## src/rtl/ram_stream_dma_if.sv

```systemverilog
// Handshake, stream and RAM-port bundle for ram_stream_dma.
// The master modport is the DMA engine's view; slave is the surrounding system.
interface ram_stream_dma_if #(
  parameter int DATA_WIDTH = 32,
  parameter int ADDR_WIDTH = 32
);
  logic                  start;
  logic                  ready;
  logic                  done;
  logic                  mode;
  logic [ADDR_WIDTH-1:0] base_addr;
  logic [ADDR_WIDTH-1:0] length;

  logic                  in_valid;
  logic                  in_ready;
  logic [DATA_WIDTH-1:0] in_data;

  logic                  out_valid;
  logic                  out_ready;
  logic [DATA_WIDTH-1:0] out_data;

  logic [ADDR_WIDTH-1:0] ram_raddr_0;
  logic [DATA_WIDTH-1:0] ram_rdata_0;
  logic [ADDR_WIDTH-1:0] ram_waddr_0;
  logic                  ram_wen_0;
  logic [DATA_WIDTH-1:0] ram_wdata_0;

  modport master (
    input  start, mode, base_addr, length,
    input  in_valid, in_data, out_ready, ram_rdata_0,
    output ready, done, in_ready, out_valid, out_data,
    output ram_raddr_0, ram_waddr_0, ram_wen_0, ram_wdata_0
  );

  modport slave (
    output start, mode, base_addr, length,
    output in_valid, in_data, out_ready, ram_rdata_0,
    input  ready, done, in_ready, out_valid, out_data,
    input  ram_raddr_0, ram_waddr_0, ram_wen_0, ram_wdata_0
  );
endinterface

```

## src/rtl/ram_stream_dma.sv

```systemverilog
// Single-channel DMA moving words between a streaming port and a 1R/1W RAM.
// LOAD writes the inbound stream to RAM; DRAIN reads RAM out one word per 3 cycles.
module ram_stream_dma #(
  parameter int DATA_WIDTH = 32,
  parameter int ADDR_WIDTH = 32
) (
  input  logic             clk,
  input  logic             rst,
  ram_stream_dma_if.master bus
);

  localparam logic [2:0] S_IDLE     = 3'd0;
  localparam logic [2:0] S_LOAD     = 3'd1;
  localparam logic [2:0] S_RD_ISSUE = 3'd2;
  localparam logic [2:0] S_RD_WAIT  = 3'd3;
  localparam logic [2:0] S_RD_OUT   = 3'd4;
  localparam logic [2:0] S_DONE     = 3'd5;

  logic [2:0]            state_q, state_d;
  logic [ADDR_WIDTH-1:0] base_q, base_d;
  logic [ADDR_WIDTH-1:0] len_q, len_d;
  logic [ADDR_WIDTH-1:0] cnt_q, cnt_d;
  logic [DATA_WIDTH-1:0] out_data_q, out_data_d;
  logic [ADDR_WIDTH-1:0] addr;
  logic                  last_word;

  // Address wraps modulo 2^ADDR_WIDTH by construction of the adder width.
  assign addr      = base_q + cnt_q;
  assign last_word = (cnt_q == len_q - ADDR_WIDTH'(1));

  always_comb begin
    state_d    = state_q;
    base_d     = base_q;
    len_d      = len_q;
    cnt_d      = cnt_q;
    out_data_d = out_data_q;
    case (state_q)
      S_IDLE, S_DONE: begin
        if (bus.start) begin
          base_d = bus.base_addr;
          len_d  = bus.length;
          cnt_d  = '0;
          if (bus.length == '0)  state_d = S_DONE;
          else if (bus.mode)     state_d = S_RD_ISSUE;
          else                   state_d = S_LOAD;
        end
      end
      S_LOAD: begin
        if (bus.in_valid) begin
          cnt_d = cnt_q + ADDR_WIDTH'(1);
          if (last_word) state_d = S_DONE;
        end
      end
      S_RD_ISSUE: state_d = S_RD_WAIT;
      S_RD_WAIT: begin
        out_data_d = bus.ram_rdata_0;
        state_d    = S_RD_OUT;
      end
      S_RD_OUT: begin
        if (bus.out_ready) begin
          cnt_d   = cnt_q + ADDR_WIDTH'(1);
          state_d = last_word ? S_DONE : S_RD_ISSUE;
        end
      end
      default: state_d = S_IDLE;
    endcase
  end

  always_ff @(posedge clk or posedge rst) begin
    if (rst) begin
      state_q    <= S_IDLE;
      base_q     <= '0;
      len_q      <= '0;
      cnt_q      <= '0;
      out_data_q <= '0;
    end else begin
      state_q    <= state_d;
      base_q     <= base_d;
      len_q      <= len_d;
      cnt_q      <= cnt_d;
      out_data_q <= out_data_d;
    end
  end

  assign bus.ready       = (state_q == S_IDLE) || (state_q == S_DONE);
  assign bus.done        = (state_q == S_DONE);
  assign bus.in_ready    = (state_q == S_LOAD);
  assign bus.out_valid   = (state_q == S_RD_OUT);
  assign bus.out_data    = out_data_q;
  assign bus.ram_raddr_0 = addr;
  assign bus.ram_waddr_0 = addr;
  assign bus.ram_wdata_0 = bus.in_data;
  assign bus.ram_wen_0   = (state_q == S_LOAD) && bus.in_valid;

endmodule
```

## src/flat_wrapper.sv

```systemverilog
// flat-port wrapper written by rule: the top's interface ports become plain ports
module ram_stream_dma_flat 
#(
  parameter int DATA_WIDTH = 32,
  parameter int ADDR_WIDTH = 32
)
  (clk, rst, bus_start, bus_mode, bus_base_addr, bus_length, bus_in_valid, bus_in_data, bus_out_ready, bus_ram_rdata_0, bus_ready, bus_done, bus_in_ready, bus_out_valid, bus_out_data, bus_ram_raddr_0, bus_ram_waddr_0, bus_ram_wen_0, bus_ram_wdata_0);
  ram_stream_dma_if #(.DATA_WIDTH(DATA_WIDTH), .ADDR_WIDTH(ADDR_WIDTH)) bus_i ();
  input  logic clk;
  input  logic rst;
  input wire logic [$bits(bus_i.start)-1:0] bus_start;
  input wire logic [$bits(bus_i.mode)-1:0] bus_mode;
  input wire logic [$bits(bus_i.base_addr)-1:0] bus_base_addr;
  input wire logic [$bits(bus_i.length)-1:0] bus_length;
  input wire logic [$bits(bus_i.in_valid)-1:0] bus_in_valid;
  input wire logic [$bits(bus_i.in_data)-1:0] bus_in_data;
  input wire logic [$bits(bus_i.out_ready)-1:0] bus_out_ready;
  input wire logic [$bits(bus_i.ram_rdata_0)-1:0] bus_ram_rdata_0;
  output wire logic [$bits(bus_i.ready)-1:0] bus_ready;
  output wire logic [$bits(bus_i.done)-1:0] bus_done;
  output wire logic [$bits(bus_i.in_ready)-1:0] bus_in_ready;
  output wire logic [$bits(bus_i.out_valid)-1:0] bus_out_valid;
  output wire logic [$bits(bus_i.out_data)-1:0] bus_out_data;
  output wire logic [$bits(bus_i.ram_raddr_0)-1:0] bus_ram_raddr_0;
  output wire logic [$bits(bus_i.ram_waddr_0)-1:0] bus_ram_waddr_0;
  output wire logic [$bits(bus_i.ram_wen_0)-1:0] bus_ram_wen_0;
  output wire logic [$bits(bus_i.ram_wdata_0)-1:0] bus_ram_wdata_0;
  assign bus_i.start = bus_start;
  assign bus_i.mode = bus_mode;
  assign bus_i.base_addr = bus_base_addr;
  assign bus_i.length = bus_length;
  assign bus_i.in_valid = bus_in_valid;
  assign bus_i.in_data = bus_in_data;
  assign bus_i.out_ready = bus_out_ready;
  assign bus_i.ram_rdata_0 = bus_ram_rdata_0;
  assign bus_ready = bus_i.ready;
  assign bus_done = bus_i.done;
  assign bus_in_ready = bus_i.in_ready;
  assign bus_out_valid = bus_i.out_valid;
  assign bus_out_data = bus_i.out_data;
  assign bus_ram_raddr_0 = bus_i.ram_raddr_0;
  assign bus_ram_waddr_0 = bus_i.ram_waddr_0;
  assign bus_ram_wen_0 = bus_i.ram_wen_0;
  assign bus_ram_wdata_0 = bus_i.ram_wdata_0;
  ram_stream_dma #(.DATA_WIDTH(DATA_WIDTH), .ADDR_WIDTH(ADDR_WIDTH)) u_core (.clk(clk), .rst(rst), .bus(bus_i));
endmodule
```

## config.mk

```make
export PLATFORM = sky130hd
export DESIGN_NAME = ram_stream_dma_flat
export DESIGN_NICKNAME = d
export VERILOG_FILES = /design/src/rtl/ram_stream_dma_if.sv /design/src/rtl/ram_stream_dma.sv /design/src/flat_wrapper.sv
export SDC_FILE = /design/constraint.sdc
export NUM_CORES = 1
export LEC_CHECK = 0
export CAP_MARGIN = 20
export CORE_MARGIN = 1.5
export CORE_UTILIZATION = 48
export DETAILED_ROUTE_END_ITERATION = 16
export MAX_ROUTING_LAYER = met4
export PLACE_DENSITY_LB_ADDON = 0.15
export SYNTH_ARGS = -nofsm -noshare
export SYNTH_HDL_FRONTEND = slang
export SYNTH_SLANG_ARGS = --single-unit
```

## constraint.sdc

```tcl
create_clock -name clk -period 5.8 [get_ports clk]
set_clock_uncertainty 0.15 [all_clocks]
set_input_delay 1.16 -clock clk [delete_from_list [all_inputs] [get_ports clk]]
set_output_delay 1.16 -clock clk [all_outputs]
set_load 0.005 [all_outputs]
```

==> summary.txt <==
Status
  – Status: finished clean

Worst setup path
  – CP max stage cell: clkdlybuf4s50_1
  – CP Capture Type: primary output
  – CP Launch Type: flip-flop
  – Biggest cell delay along the critical path: about 0.54 ns
  – Critical path origin: u_core.cnt_q[0]
  – Worst r2r src: u_core.state_q[2]
  – Crit path kind: flip-flop to primary output
  – Crit path buf inv count: 2
  – Critical path data arrival time: around 3.8 ns
  – Crit-path leading delay family: compound AO/OA/AOI/OAI gates
  – Cells along the critical path: ha_1 > inv_1 > fa_1 > nor2b_1 > o31a_1 > nand4_1 > a41o_1 > a21boi_0 > nor3_1 > o21bai_1 > a21oi_1 > xnor2_1 > clkdlybuf4s50_1
  – WP depth: 13
  – Crit path max fanout: 5
  – R2R cell count: 9
  – Required @ worst endpoint: 4.49 ns

Clocking
  – Sink Count: 131
  – Post-CTS Setup Bufs: 0
  – Clock buffer count from CTS: 17
  – Post-CTS sizing: 0
  – Worst-path clk slew: 0.06 ns
  – Hold buffers post-CTS: 0
  – H-tree lvl count: 4
  – Latest clock arrival within the worst-skew pair: 0.41 ns
  – Maximum clock insertion buffer count: 2
  – Clock root buffer: clkbuf_16
  – CTS tree: yes

Hold path
  – Hold_sp: u_core.bus.out_data[31]
  – Worst Hold Class: flip-flop to flip-flop
  – Worst Hold Depth: 1

Synthesis
  – YS warnings: 0
  – Cells after Synth: 885
  – Synth top area share: 0.375
  – EDFF count, synth: 0
  – Prevailing post-synth register cell: dfrtp_1
  – Synthesized area per cell: between 9 and 10 sq um
  – Synth top area cells: dfrtp_1 38%, mux2_2 12%, buf_4 5.6%, xnor2_1 4.9%, ha_1 4.7%
  – Fraction of the yosys area taken by sequential cells: 0.375
  – Fraction of registers with async set/reset: 1.00
  – Synthesis-stage register bit count: 131
  – Syn_nets: 1,053
  – Synth Cell Area: 8740 sq um
  – Yosys top cell by area: dfrtp_1
  – Distinct cells, synth: 85

Run
  – Max Cap Viol: 0

Routing
  – DRT iter0 DRCs: about 280
  – Average routed wire per standard cell: 15.5 microns
  – Drt drc: 0
  – Via count: 6,861
  – Routed wire length: roughly 20 mm
  – Drt pass-1 iters: 5
  – Via density: approximately 5.4
  – ANT nets after route: 0

Layout
  – Layout filler cell count: around 1,500
  – Post-layout instance area: about 11,000 sq um
  – Post-route insts no fill: about 1,300
  – Area of the multi-input gates: 4760 sq um
  – FF/Latch Area: 3280 sq um
  – Share of cells above drive strength 1: 0.150
  – N_diodes: 0
  – Nets: 1,185
  – Layout area overhead: 26.5%

STA
  – Setup TNS: 0 ns
  – Setup-failing EPs final: 0
  – RSZ-0062 raised after global routing: false
  – Hold Vio Cnt, Final: 0
  – Final Worst Setup Slack: between 0.7 and 0.8 ns
  – Max Freq: 0.197 GHz
  – Worst hold margin: 0.353 ns
  – Final Cycle Share: 0.876
  – Minimum clock period: 5.08 ns
  – Final-report max-slew violation count: 0
  – Worst slew pin tran: about 0.93 ns
  – Worst slew margin: 0.379

Floorplanning
  – Die X-Extent: approximately 140 microns
  – Core area: 17,900 sq um
  – Die height: 138 microns
  – Io pins: about 270
  – Initial Utilization: 0.488
  – Cell row count: a little under 50
  – Die ar.: approximately 19,000 sq um

GRT
  – Total grt overflow: 0
  – GRT Overall Usage: 0.217
  – Met2 Usage GRT: 0.317
  – First-pass GRT wire length: 31.8 mm
  – Busiest grt layer: met2
  – Largest net degree at the start of global routing: 76
  – Number of global-route vias before repair: 6,571
  – Met1 Usage GRT: 0.305
  – GR met3 Demand/Resource: 0.0526
  – Initial antenna violation count: 0

Place
  – Placed cells: 1,227
  – Pre-CTS WS: 1.14 ns
  – Placer Congestion: 0.902
  – Port-buffer cells: between 200 and 250
  – Placed Instance Area: 10,500 sq um
  – DP HPWL: between 10 and 15 mm

Power and ir drop
  – Peak supply drop: 0.230 mV
  – Power density cells: 493 nW/um^2
  – Lkg Pwr: 4.53 nW
-- layout by cell type (no fill, tap or decap), drive strengths merged, types with 7 or more instances in the layout --
| cell | n |
|---|---|
| mux2 | 92 |
| nand3 | 24 |
| o211ai | 7 |
| a21oi | 41 |
| nor4 | 15 |
| inv | 31 |
| clkdlybuf4s50 | 202 |
| a31oi | 7 |
| xnor2 | 49 |
| nand2b | 9 |
| a21o | 11 |
| xor2 | 38 |
| ha | 33 |
| nor2 | 72 |
| nand4 | 19 |
| or3 | 15 |
| mux2i | 7 |
| nand2 | 43 |
| and3 | 7 |
| clkbuf | 17 |
| dfrtp | 131 |
| nor3 | 23 |
| a211oi | 9 |
| nor2b | 7 |
| o21ai | 33 |
-- synthesized netlist by cell type (24+ instances only) --
| cell type | number |
|---|---|
| a21oi_1 | 40 |
| buf_4 | 65 |
| dfrtp_1 | 131 |
| ha_1 | 33 |
| inv_1 | 26 |
| mux2_2 | 92 |
| nand2_1 | 42 |
| nand3_1 | 24 |
| nor2_1 | 71 |
| o21ai_0 | 32 |
| xnor2_1 | 49 |
| xor2_1 | 38 |
-- registers in the layout, indices dropped and copies added (netlist names) --
register             cells
u_core.bus.out_data     32
u_core.cnt_q            32
u_core.len_q            32
u_core.base_q           32
u_core.state_q           3
-- layer usage --
| metal | routed length (microns) | part of all wire | vias to the layer above |
|---|---|---|---|
| met5 | 0 | 0 | - |
| met4 | 199 | 0.010 | 0 |
| met3 | 1250 | 0.064 | 25 |
| met2 | 8400 | 0.43 | 215 |
| met1 | 9710 | 0.50 | 3215 |
| li1 | - | - | 3406 |
-- cell type report --
type,count,area share
inverter,26,0.00905
clock inverter,15,0.0134
multi-input combinational,634,0.431
clock buffer,17,0.0385
sequential,131,0.296
tap,229,0.0259
timing repair buffer,207,0.186
-- per-stage QoR --
stage | utilization | total power [mW]
after floorplan | - | 3.39
after global placement | 0.586 | 4.40
after detailed placement | 0.586 | 4.43
after CTS | 0.618 | 5.50
after global routing | 0.618 | 5.86
final | 0.618 | 5.45
-- report_power, final --
part           switching, mW  internal, mW  total, mW
clock                  0.437         0.599       1.04
combinational           1.11          1.64       2.75
sequential             0.376          1.29       1.66
total                   1.92          3.53       5.45
-- path summary, 6_finish.rpt --
check | endpoint | slack [ns]
setup / recovery | bus_ram_waddr_0[16] | 0.72
hold / removal | u_core.bus.out_data[31] | 0.35
setup reg to reg | u_core.cnt_q[29] | 2.42
hold reg to reg | u_core.bus.out_data[31] | 0.35
max in group asynchronous | u_core.state_q[2] | 3.36
min in group asynchronous | u_core.bus.out_data[15] | 1.16
-- cells by family (layout without fill, tap and decap cells) --
family / count (synthesis) / in the layout / share of synthesized area
AOI/OAI and AO/OA: 147 / 147 / 0.111
adders and majority gates: 34 / 34 / 0.0495
xor gates and xnor gates: 87 / 87 / 0.0872
DFF: 131 / 131 / 0.375
buffers and inverters: 120 / 265 / 0.0803
and+or+nand+nor: 267 / 267 / 0.169
muxes: 99 / 99 / 0.128
No activity file was read; power rests on OpenSTA's default activity.
